===== src/rtl/fetch_pair_queue.sv =====
// Dual-issue fetch queue: in-order circular buffer accepting up to one instruction
// pair per cycle from fetch and presenting the two oldest entries to decode.
module fetch_pair_queue #(
   parameter int PC_WIDTH = 32,
   parameter int IWIDTH   = 32,
   parameter int DEPTH    = 8
) (
   input  logic                    d_clk,
   input  logic                    d_rst,
   input  logic                    d_i_ce,
   input  logic                    f_i_valid_1,
   input  logic                    f_i_valid_2,
   input  logic [PC_WIDTH-1:0]     f_i_pc_1,
   input  logic [PC_WIDTH-1:0]     f_i_pc_2,
   input  logic [IWIDTH-1:0]       f_i_instr_1,
   input  logic [IWIDTH-1:0]       f_i_instr_2,
   input  logic                    f_i_flush,
   output logic                    f_o_ready,
   output logic                    ds_o_valid_1,
   output logic                    ds_o_valid_2,
   output logic [PC_WIDTH-1:0]     ds_o_pc_1,
   output logic [PC_WIDTH-1:0]     ds_o_pc_2,
   output logic [IWIDTH-1:0]       ds_o_instr_1,
   output logic [IWIDTH-1:0]       ds_o_instr_2,
   input  logic                    ds_i_ready_1,
   input  logic                    ds_i_ready_2,
   output logic [$clog2(DEPTH):0]  q_o_count
);

   localparam int AW = $clog2(DEPTH);
   localparam int CW = AW + 1;

   logic [AW-1:0]       wr_ptr;
   logic [AW-1:0]       rd_ptr;
   logic [AW-1:0]       wr_ptr_1;
   logic [AW-1:0]       rd_ptr_1;
   logic [CW-1:0]       count;
   logic [CW-1:0]       count_next;
   logic [PC_WIDTH-1:0] pc_mem    [DEPTH];
   logic [IWIDTH-1:0]   instr_mem [DEPTH];

   logic push1;
   logic push2;
   logic pop1;
   logic pop2;
   logic flush;

   // Ready depends only on the registered count, so decode backpressure never
   // reaches the fetch side combinationally.
   assign f_o_ready    = (count <= CW'(DEPTH - 2));
   assign ds_o_valid_1 = (count != '0);
   assign ds_o_valid_2 = (count >= CW'(2));
   assign q_o_count    = count;

   assign flush = d_i_ce & f_i_flush;
   assign push1 = d_i_ce & f_o_ready & f_i_valid_1;
   assign push2 = push1 & f_i_valid_2;
   assign pop1  = d_i_ce & ds_o_valid_1 & ds_i_ready_1;
   assign pop2  = pop1 & ds_o_valid_2 & ds_i_ready_2;

   // Pointer arithmetic wraps naturally because DEPTH is a power of two.
   assign wr_ptr_1 = wr_ptr + AW'(1);
   assign rd_ptr_1 = rd_ptr + AW'(1);

   assign count_next = count + CW'(push1) + CW'(push2) - CW'(pop1) - CW'(pop2);

   // NOTE: state registers use non-blocking assignments so every register samples
   // the pre-edge values of its neighbours regardless of statement order.
   always_ff @(posedge d_clk or posedge d_rst) begin
      if (d_rst) begin
         wr_ptr <= '0;
         rd_ptr <= '0;
         count  <= '0;
      end else if (flush) begin
         wr_ptr <= '0;
         rd_ptr <= '0;
         count  <= '0;
      end else if (d_i_ce) begin
         wr_ptr <= wr_ptr + AW'(push1) + AW'(push2);
         rd_ptr <= rd_ptr + AW'(pop1) + AW'(pop2);
         count  <= count_next;
      end
   end

   // NOTE: storage has no reset; its contents are unobservable until written
   // because the outputs are masked by the valids derived from count.
   always_ff @(posedge d_clk) begin
      if (push1 && !flush) begin
         pc_mem[wr_ptr]    <= f_i_pc_1;
         instr_mem[wr_ptr] <= f_i_instr_1;
      end
      if (push2 && !flush) begin
         pc_mem[wr_ptr_1]    <= f_i_pc_2;
         instr_mem[wr_ptr_1] <= f_i_instr_2;
      end
   end

   // NOTE: each output gets a default first so no path through the block can
   // infer a latch.
   always_comb begin
      ds_o_pc_1    = '0;
      ds_o_instr_1 = '0;
      ds_o_pc_2    = '0;
      ds_o_instr_2 = '0;
      if (ds_o_valid_1) begin
         ds_o_pc_1    = pc_mem[rd_ptr];
         ds_o_instr_1 = instr_mem[rd_ptr];
      end
      if (ds_o_valid_2) begin
         ds_o_pc_2    = pc_mem[rd_ptr_1];
         ds_o_instr_2 = instr_mem[rd_ptr_1];
      end
   end

endmodule


===== config.mk =====
export PLATFORM = sky130hd
export DESIGN_NAME = fetch_pair_queue
export DESIGN_NICKNAME = d
export VERILOG_FILES = /design/src/rtl/fetch_pair_queue.sv
export SDC_FILE = /design/constraint.sdc
export NUM_CORES = 1
export LEC_CHECK = 0
export CAP_MARGIN = 10
export CORE_MARGIN = 8
export CORE_UTILIZATION = 35
export CTS_BUF_LIST = sky130_fd_sc_hd__clkbuf_4
export CTS_CLUSTER_SIZE = 25
export DETAILED_ROUTE_END_ITERATION = 7
export MAX_ROUTING_LAYER = met4
export PLACE_DENSITY = 0.66
export SLEW_MARGIN = 5
export SYNTH_ARGS = -nofsm -noshare
export SYNTH_HDL_FRONTEND = slang
export SYNTH_SLANG_ARGS = --single-unit

===== constraint.sdc =====
create_clock -name d_clk -period 4.82 [get_ports d_clk]
set_clock_uncertainty 0.05 [all_clocks]
set_input_delay 1.446 -clock d_clk [delete_from_list [all_inputs] [get_ports d_clk]]
set_output_delay 1.446 -clock d_clk [all_outputs]
set_load 0.02 [all_outputs]

==> impl_results.md, run 1 <==
- Final setup viols: 3
- Relative slew margins: 33.1%
- Initial antenna violation count: 13
- Worst endpoint data arrival time: 3350 ps
- Max cap viols: 0
- Gr ovfl total: 0
- Mapped Cells: around 2500
- Drt first pass iters: 5
- Final setup TNS: -50.4 ps
- Tcrit/Tclk final: 101%
- Max Clock Freq: between 0.2 and 0.25 GHz
- Final Max Slew Viols: 0
- Final worst setup slack: -26.4 ps
- Synth cell types: 39
- Core area: 88100 sq um
- # nets final: 2994
- Via density: 5.63
- DRC viols: 0
- Setup slack at placement: 429 ps
- Reg2reg path depth: 15
- Cell depth of the worst min-delay path: 2
- Post-Layout Cell Count: approximately 4100
- Synthesized area per cell: around 13 sq um
- Crit. End Element: primary output
- Clock-pin slew on the worst setup and hold paths: 70 ps
- H-tree levels: 4
- Die area: about 98000 sq um
- YS warnings: 0
- Seq/Total Area, Yosys: 50.5%
- TritonCTS Buffers: about 150
- WP data required: 3320 ps
- Vias in the first global route: 24100
- Row cnt: ~110
- Root Driver: clkbuf_4
- Final Hold Slack: 524 ps
- Routed len/inst: 26.4 um
- Leakage: 14.2 nW
- Violated checks: negative setup slack
- Status: finished with violations
- Top-area cell type share of the netlist area: roughly half
- Area Growth Syn to Fin: 25.0%
- Initial DRC Count: approximately 2400
- Final Hold Viols: 0
- Power Total: 17.7 mW
- Worst min-delay path class: register to register
- Starting Density: 35.1%
- # IOs: between 200 and 300
- Global-route wire length before repair: 157000 um
- Die Ht: 313 um
- Maximum vdd ir drop: ~0.5 mV
- TritonCTS clock tree: yes
- Clk_lat worst skew: between 1000 and 1500 ps
- Placed Cells: 3793
- Top cells by area, synth: edfxtp_1 (50%), mux2_2 (16%), mux4_2 (9.3%), nand2_1 (7.8%), a21oi_1 (5.2%)
- Cell taking the most area after synthesis: edfxtp_1
- Period minus WS final: between 4000 and 5000 ps
- Gr usage total: 22.0%
- DPL Wire Length: 58300 um
- Port-buffer cells: 270
- Pin count of the biggest net entering global routing: 72
- CP max FO: 8
- Routed vias: 23300
- # clock sinks: 522
- Clock buffer depth: 3
- Startpoint Class: register
- Syn_nets: about 2600
- Setup CP Type: register to primary output
- Final WL: 110000 um
- Die width: roughly 310 um
- Final GP Congestion: 0.814
- PwrDens: 458 nW/um^2
- Antenna Nets Post-Route: 0
- Synth Register Bits: around 520
- Synthesized cell area: 31000 sq um
- RSZ-0062 raised after global routing: yes
- Layout cells sized above 1: 41.2%
- Slew of the pin with the lowest slew margin: roughly 1000 ps
flip-flops by register name (all words and copies together) (netlist names):
register	flops
q_o_count	4
instr_mem	256
rd_ptr	3
wr_ptr	3
pc_mem	256
path summary, 6_finish.rpt:
check / startpoint / endpoint / slack [ps]
max: rd_ptr[1] / ds_o_instr_2[11] / -30
min: q_o_count[3] / q_o_count[3] / 520
max reg2reg: q_o_count[2] / q_o_count[3] / 1610
min reg2reg: q_o_count[3] / q_o_count[3] / 520
max in group asynchronous: d_rst / rd_ptr[2] / 3690
min in group asynchronous: d_rst / rd_ptr[1] / 680
per-layer routing:
layer	wire, um	part of all wire [%]	up-vias	track usage [%]
li1	-	-	10200	-
met1	43200	39	11700	26.5
met2	54200	49	1197	36.6
met3	8920	8.1	239	4.46
met4	3270	3.0	0	8.09
met5	0	0	-	-
where the power goes:
group	switching [mW]	internal (mW)	leakage (nW)	total [mW]
registers	0.0939	5.16	4.75	5.26
logic	4.81	3.21	8.25	8.01
clock network	2.02	2.46	1.22	4.48
total	6.92	10.8	14.2	17.7
kinds of logic after synthesis:
logic type | synth area share, %
compound gates | 5.64
xor+xnor | 0.226
fa+ha+maj | 0.647
buf+inv | 3.75
flops | 50.5
mux | 28.8
simple gates | 10.5
critical path, cell delays in order, from the launching register on:
cell and delay, ps:
dfrtp_4 510, ha_4 200, buf_6 120, xor2_4 200, buf_12 200, buf_6 130
buf_12 140, nand2_4 50, a21oi_2 50, or4_4 530, buf_6 150
layout make-up:
cell class              instances  area [sq um]
well taps                    1165          1460
fillers                      8160         49400
clock buffers                 224          1680
flip-flops and latches        522         15600
diodes                         13          32.5
multi-input cells            1748         14800
repair buffers                398          4610
clock inverters                52           378
inverters                      21          88.8
repair_timing:
action                     4_1_cts  5_1_grt
pin swaps                       16       27
gates cloned                    14       10
resized for setup              470      133
setup endpoints to repair      128       66
buffers inserted                27       10
hold buffers                     0        0
cells in the mapped netlist, drive strengths merged:
cell,n
inv,20
a32oi,2
o21a,2
xnor2,3
a22oi,6
dfrtp,10
a21oi,321
clkinv,1
clkbuf,107
and3,2
ha,8
buf,77
and4bb,1
mux2,512
nand3,15
xor2,2
nand2,646
edfxtp,512
nand4,1
or4,64
fa,5
o21ai,4
and4b,1
o22ai,6
mux4,128
nor2,14
nor4b,2
nor2b,1
nand2b,2
cells in the final DEF (no fill, tap or decap), types with 21 or more instances in the layout:
master,instances
nand2_1,608
edfxtp_1,512
mux2_2,428
a21oi_1,279
clkbuf_4,224
clkdlybuf4s50_1,142
mux4_2,128
mux2_4,70
dlygate4sd2_1,58
buf_4,53
buf_6,49
buf_12,41
a21oi_2,40
or4_4,38
clkinv_1,32
or4_1,26
nand2_2,24
buf_2,21
metrics by stage:
stage | utilization [%] | area [sq um]
finish | 43.9 | 38700
global route | 43.9 | 38700
CTS | 43.1 | 38000
detailed placement | 39.9 | 35200
global placement | 39.9 | 35200
floorplan | - | 31000
(Power assumes the default switching activity.)
==> run 2, diff against run 1 <==
--- a/config.mk
+++ b/config.mk
@@ -13,6 +13,7 @@
 export DETAILED_ROUTE_END_ITERATION = 7
 export MAX_ROUTING_LAYER = met4
 export PLACE_DENSITY = 0.66
+export SETUP_SLACK_MARGIN = 0.05
 export SLEW_MARGIN = 5
 export SYNTH_ARGS = -nofsm -noshare
 export SYNTH_HDL_FRONTEND = slang
==> run 2 against run 1 <==
The flow still finishes with violations (negative setup slack). Register-to-register slack is essentially flat. Clock power is essentially flat. Clock-buffer cell count is the same. Global-route usage grew 0.75 points. Sequential share of layout area shrank 0.71 points. Die area is the same. Utilization grew 0.78 points. Combinational power grew 6.7%. Non-clock buffer count grew 18. Setup slack gained 9.5 ps. Power grew 3.0%. Largest cell class unchanged.
==> impl_results.md, run 2 (same netlist as run 1, synthesis figures left out) <==
- Status: finished with violations
- Violated checks: negative setup slack
- Final setup viols: 4 (+1)
- Die Ht: 313 um (unchanged)
- Clock-pin slew on the worst setup and hold paths: 70 ps (about the same)
- Min-delay src: q_o_count[3]
- Clock buffer depth: 3 (unchanged)
- # clock sinks: 522 (unchanged)
- Row cnt: 109 (unchanged)
- CP Cell Sequence: ha_4 -> xnor2_4 -> buf_12 -> buf_6 -> buf_6 -> nand2_4 -> a21oi_2 -> or4_4 -> buf_6
- Final GP Congestion: 0.814 (unchanged)
- Leakage: 14.5 nW (+1.8%)
- Max cap viols: 0 (unchanged)
- DR WL met3: 9260 um (+3.8%)
- Port-buffer cells: 270 (unchanged)
- Switching part of the total power: 38.8% (-0.16 points)
- Most used cell, CP: buf_6
- Worst min-delay path class: register to register
- Met2 wire len: 55800 um (+3.1%)
- # IOs: 271 (unchanged)
- PwrDens: 464 nW/um^2 (+1.2%)
- Tcrit/Tclk final: 100% (-0.20 points)
- Via density: 5.68 (+0.97%)
- Clk_lat worst skew: 1030 ps (about the same)
- Post-layout util: 44.7% (+0.78 points)
- Drt first pass iters: 6 (+1)
- Final WL: 113000 um (+2.9%)
- Period minus WS final: 4840 ps (-9.48 ps)
- DR top layer: met4
- Area Growth Syn to Fin: 27.3%
- Max Clock Freq: 0.207 GHz (+0.20%)
- Post-Layout Cell Count: 4161 (+0.43%)
- Root Driver: clkbuf_4
- RSZ-0062 raised after global routing: yes
- Core area: 88100 sq um (unchanged)
- Initial antenna violation count: 13 (unchanged)
- # nets final: 3012 (+0.60%)
- Die width: 313 um (unchanged)
- Flop-to-flop setup slack: 1620 ps (about the same)
- Layout cells sized above 1: 42.2% (+0.99 points)
- Routed vias: 23700 (+1.4%)
- Cell depth of the worst min-delay path: 2 (unchanged)
- Antenna Nets Post-Route: 0 (unchanged)
- Hold EP: q_o_count[3]
- Commonest non-fill, non-tap cell in the layout: nand2_1
- Routed len/inst: 27.1 um (+2.5%)
- P_sw: 7.10 mW (+2.6%)
- Maximum vdd ir drop: 0.497 mV (-2.6%)
- Slew of the pin with the lowest slew margin: 991 ps (-12.1 ps)
- Relative slew margins: 33.9% (+0.81 points)
- CP peak stage delay: 580 ps (+50 ps)
- CTS Hold Bufs: 0 (unchanged)
- Reg2reg path depth: 14 (-1)
- Internal Pwr Total: 11.2 mW (+3.3%)
- Pin count of the biggest net entering global routing: 64 (-11%)
- DRC viols: 0 (unchanged)
- Vias in the first global route: 24300 (+1.1%)
- Seq pwr share: 28.8% (-0.8 points)
- TritonCTS clock tree: yes
- Cell at the slowest stage of the critical path: or4_4
- Reg2reg start: q_o_count[3]
- TritonCTS Buffers: 154 (unchanged)
- Setup CP Type: register to primary output
- Crit. End Element: primary output
- Crit Reg-Reg Endpoint: q_o_count[3]
- Clk pwr share: 24.5% (-0.7 points)
- Global-route wire length before repair: 162000 um (+2.7%)
- CP max FO: 9 (+1)
- Final worst setup slack: -16.9 ps (+9.48 ps)
- Met1 WL: 43900 um (+1.7%)
- Die area: 98200 sq um (unchanged)
- H-tree levels: 4 (unchanged)
- Gr usage total: 22.7% (+0.75 points)
- Gr ovfl total: 0 (unchanged)
- Starting Density: 35.1% (unchanged)
- Initial DRC Count: 2409 (+0.042%)
- Combinational power share: 46.7% (+1.5 points)
- Startpoint Class: register
- Final Max Slew Viols: 0 (unchanged)
- WP data required: 3320 ps (about the same)
- Final Hold Viols: 0 (unchanged)
- Worst endpoint data arrival time: 3340 ps (about the same)
- DPL Wire Length: 58300 um (unchanged)
- Most frequent cells in the layout: nand2_1 (594), edfxtp_1 (512), mux2_2 (428)
- Placed Cells: 3793 (unchanged)
[run 2: cell types whose count changed in the layout (fill, tap and decap cells not counted), sizes merged]
cell           delta
buf              +15
dlymetal6s2s      -1
clkbuf            -1
clkdlybuf4s15     +1
bufbuf            +2
dlygate4sd2       +2
[run 2: worst max path at each step]
stage	cells after the start	slack, ps	endpoint	from
6_report	9	-20	ds_o_instr_2[18]	rd_ptr[1]
5_1_grt	9	-170	ds_o_pc_2[25]	rd_ptr[1]
4_1_cts	9	-200	ds_o_pc_2[17]	rd_ptr[1]
3_5_place_dp	7	430	ds_o_pc_2[14]	rd_ptr[0]
3_3_place_gp	7	450	ds_o_pc_2[18]	rd_ptr[0]
2_1_floorplan	5	400	instr_mem[2][0]	f_i_flush
[run 2: metrics by stage]
stage               TNS, ps  setup WS (ps)  cell area (sq um)  hold slack, ps  power [mW]
CTS                   -8080           -201              38700             545        18.1
floorplan                 0            397              31000             565        9.08
finish                -32.3          -16.9              39400             524        18.3
global placement          0            448              35200             572        12.7
global route          -7330           -175              39400             559        19.0
detailed placement        0            429              35200             578        12.7
[run 2: what timing repair did]
action | in CTS | in global routing
setup endpoints to repair | 128 | 69
resized for setup | 571 | 97
pin swaps | 32 | 32
cloned | 28 | 9
setup buffers | 32 | 11
[run 2: cell type report]
type                    count  area (sq um)
repair buffers            416          5180
clock inverters            52           378
inverters                  21          88.8
fillers                  8075         48700
diodes                     13          32.5
well taps                1165          1460
clock buffers             224          1680
multi-input cells        1748         15000
flip-flops and latches    522         15600
[run 2: metal layers]
metal,GRT usage [%],up-vias
met2,37.9,1297
met3,4.79,266
li1,-,10200
met5,-,-
met4,8.49,0
met1,27.2,11900
[run 2: critical path, delay by kind of cell, from the launching register on]
kind | cells | cell delay [ps]
adder cells (fa/ha/maj) | 1 | 210
AO/OA/AOI/OAI | 1 | 40
flip-flops | 1 | 510
XOR/XNOR | 1 | 230
AND/OR/NAND/NOR | 2 | 630
buffers and inverters | 4 | 670
[run 2: power groups by stage]
stage               clock, mW  combinational (mW)  sequential (mW)
floorplan                   0                3.75             5.33
global placement            0                7.30             5.36
detailed placement          0                7.34             5.36
CTS                      4.59                8.22             5.26
global route             4.83                8.94             5.27
finish                   4.47                8.55             5.26
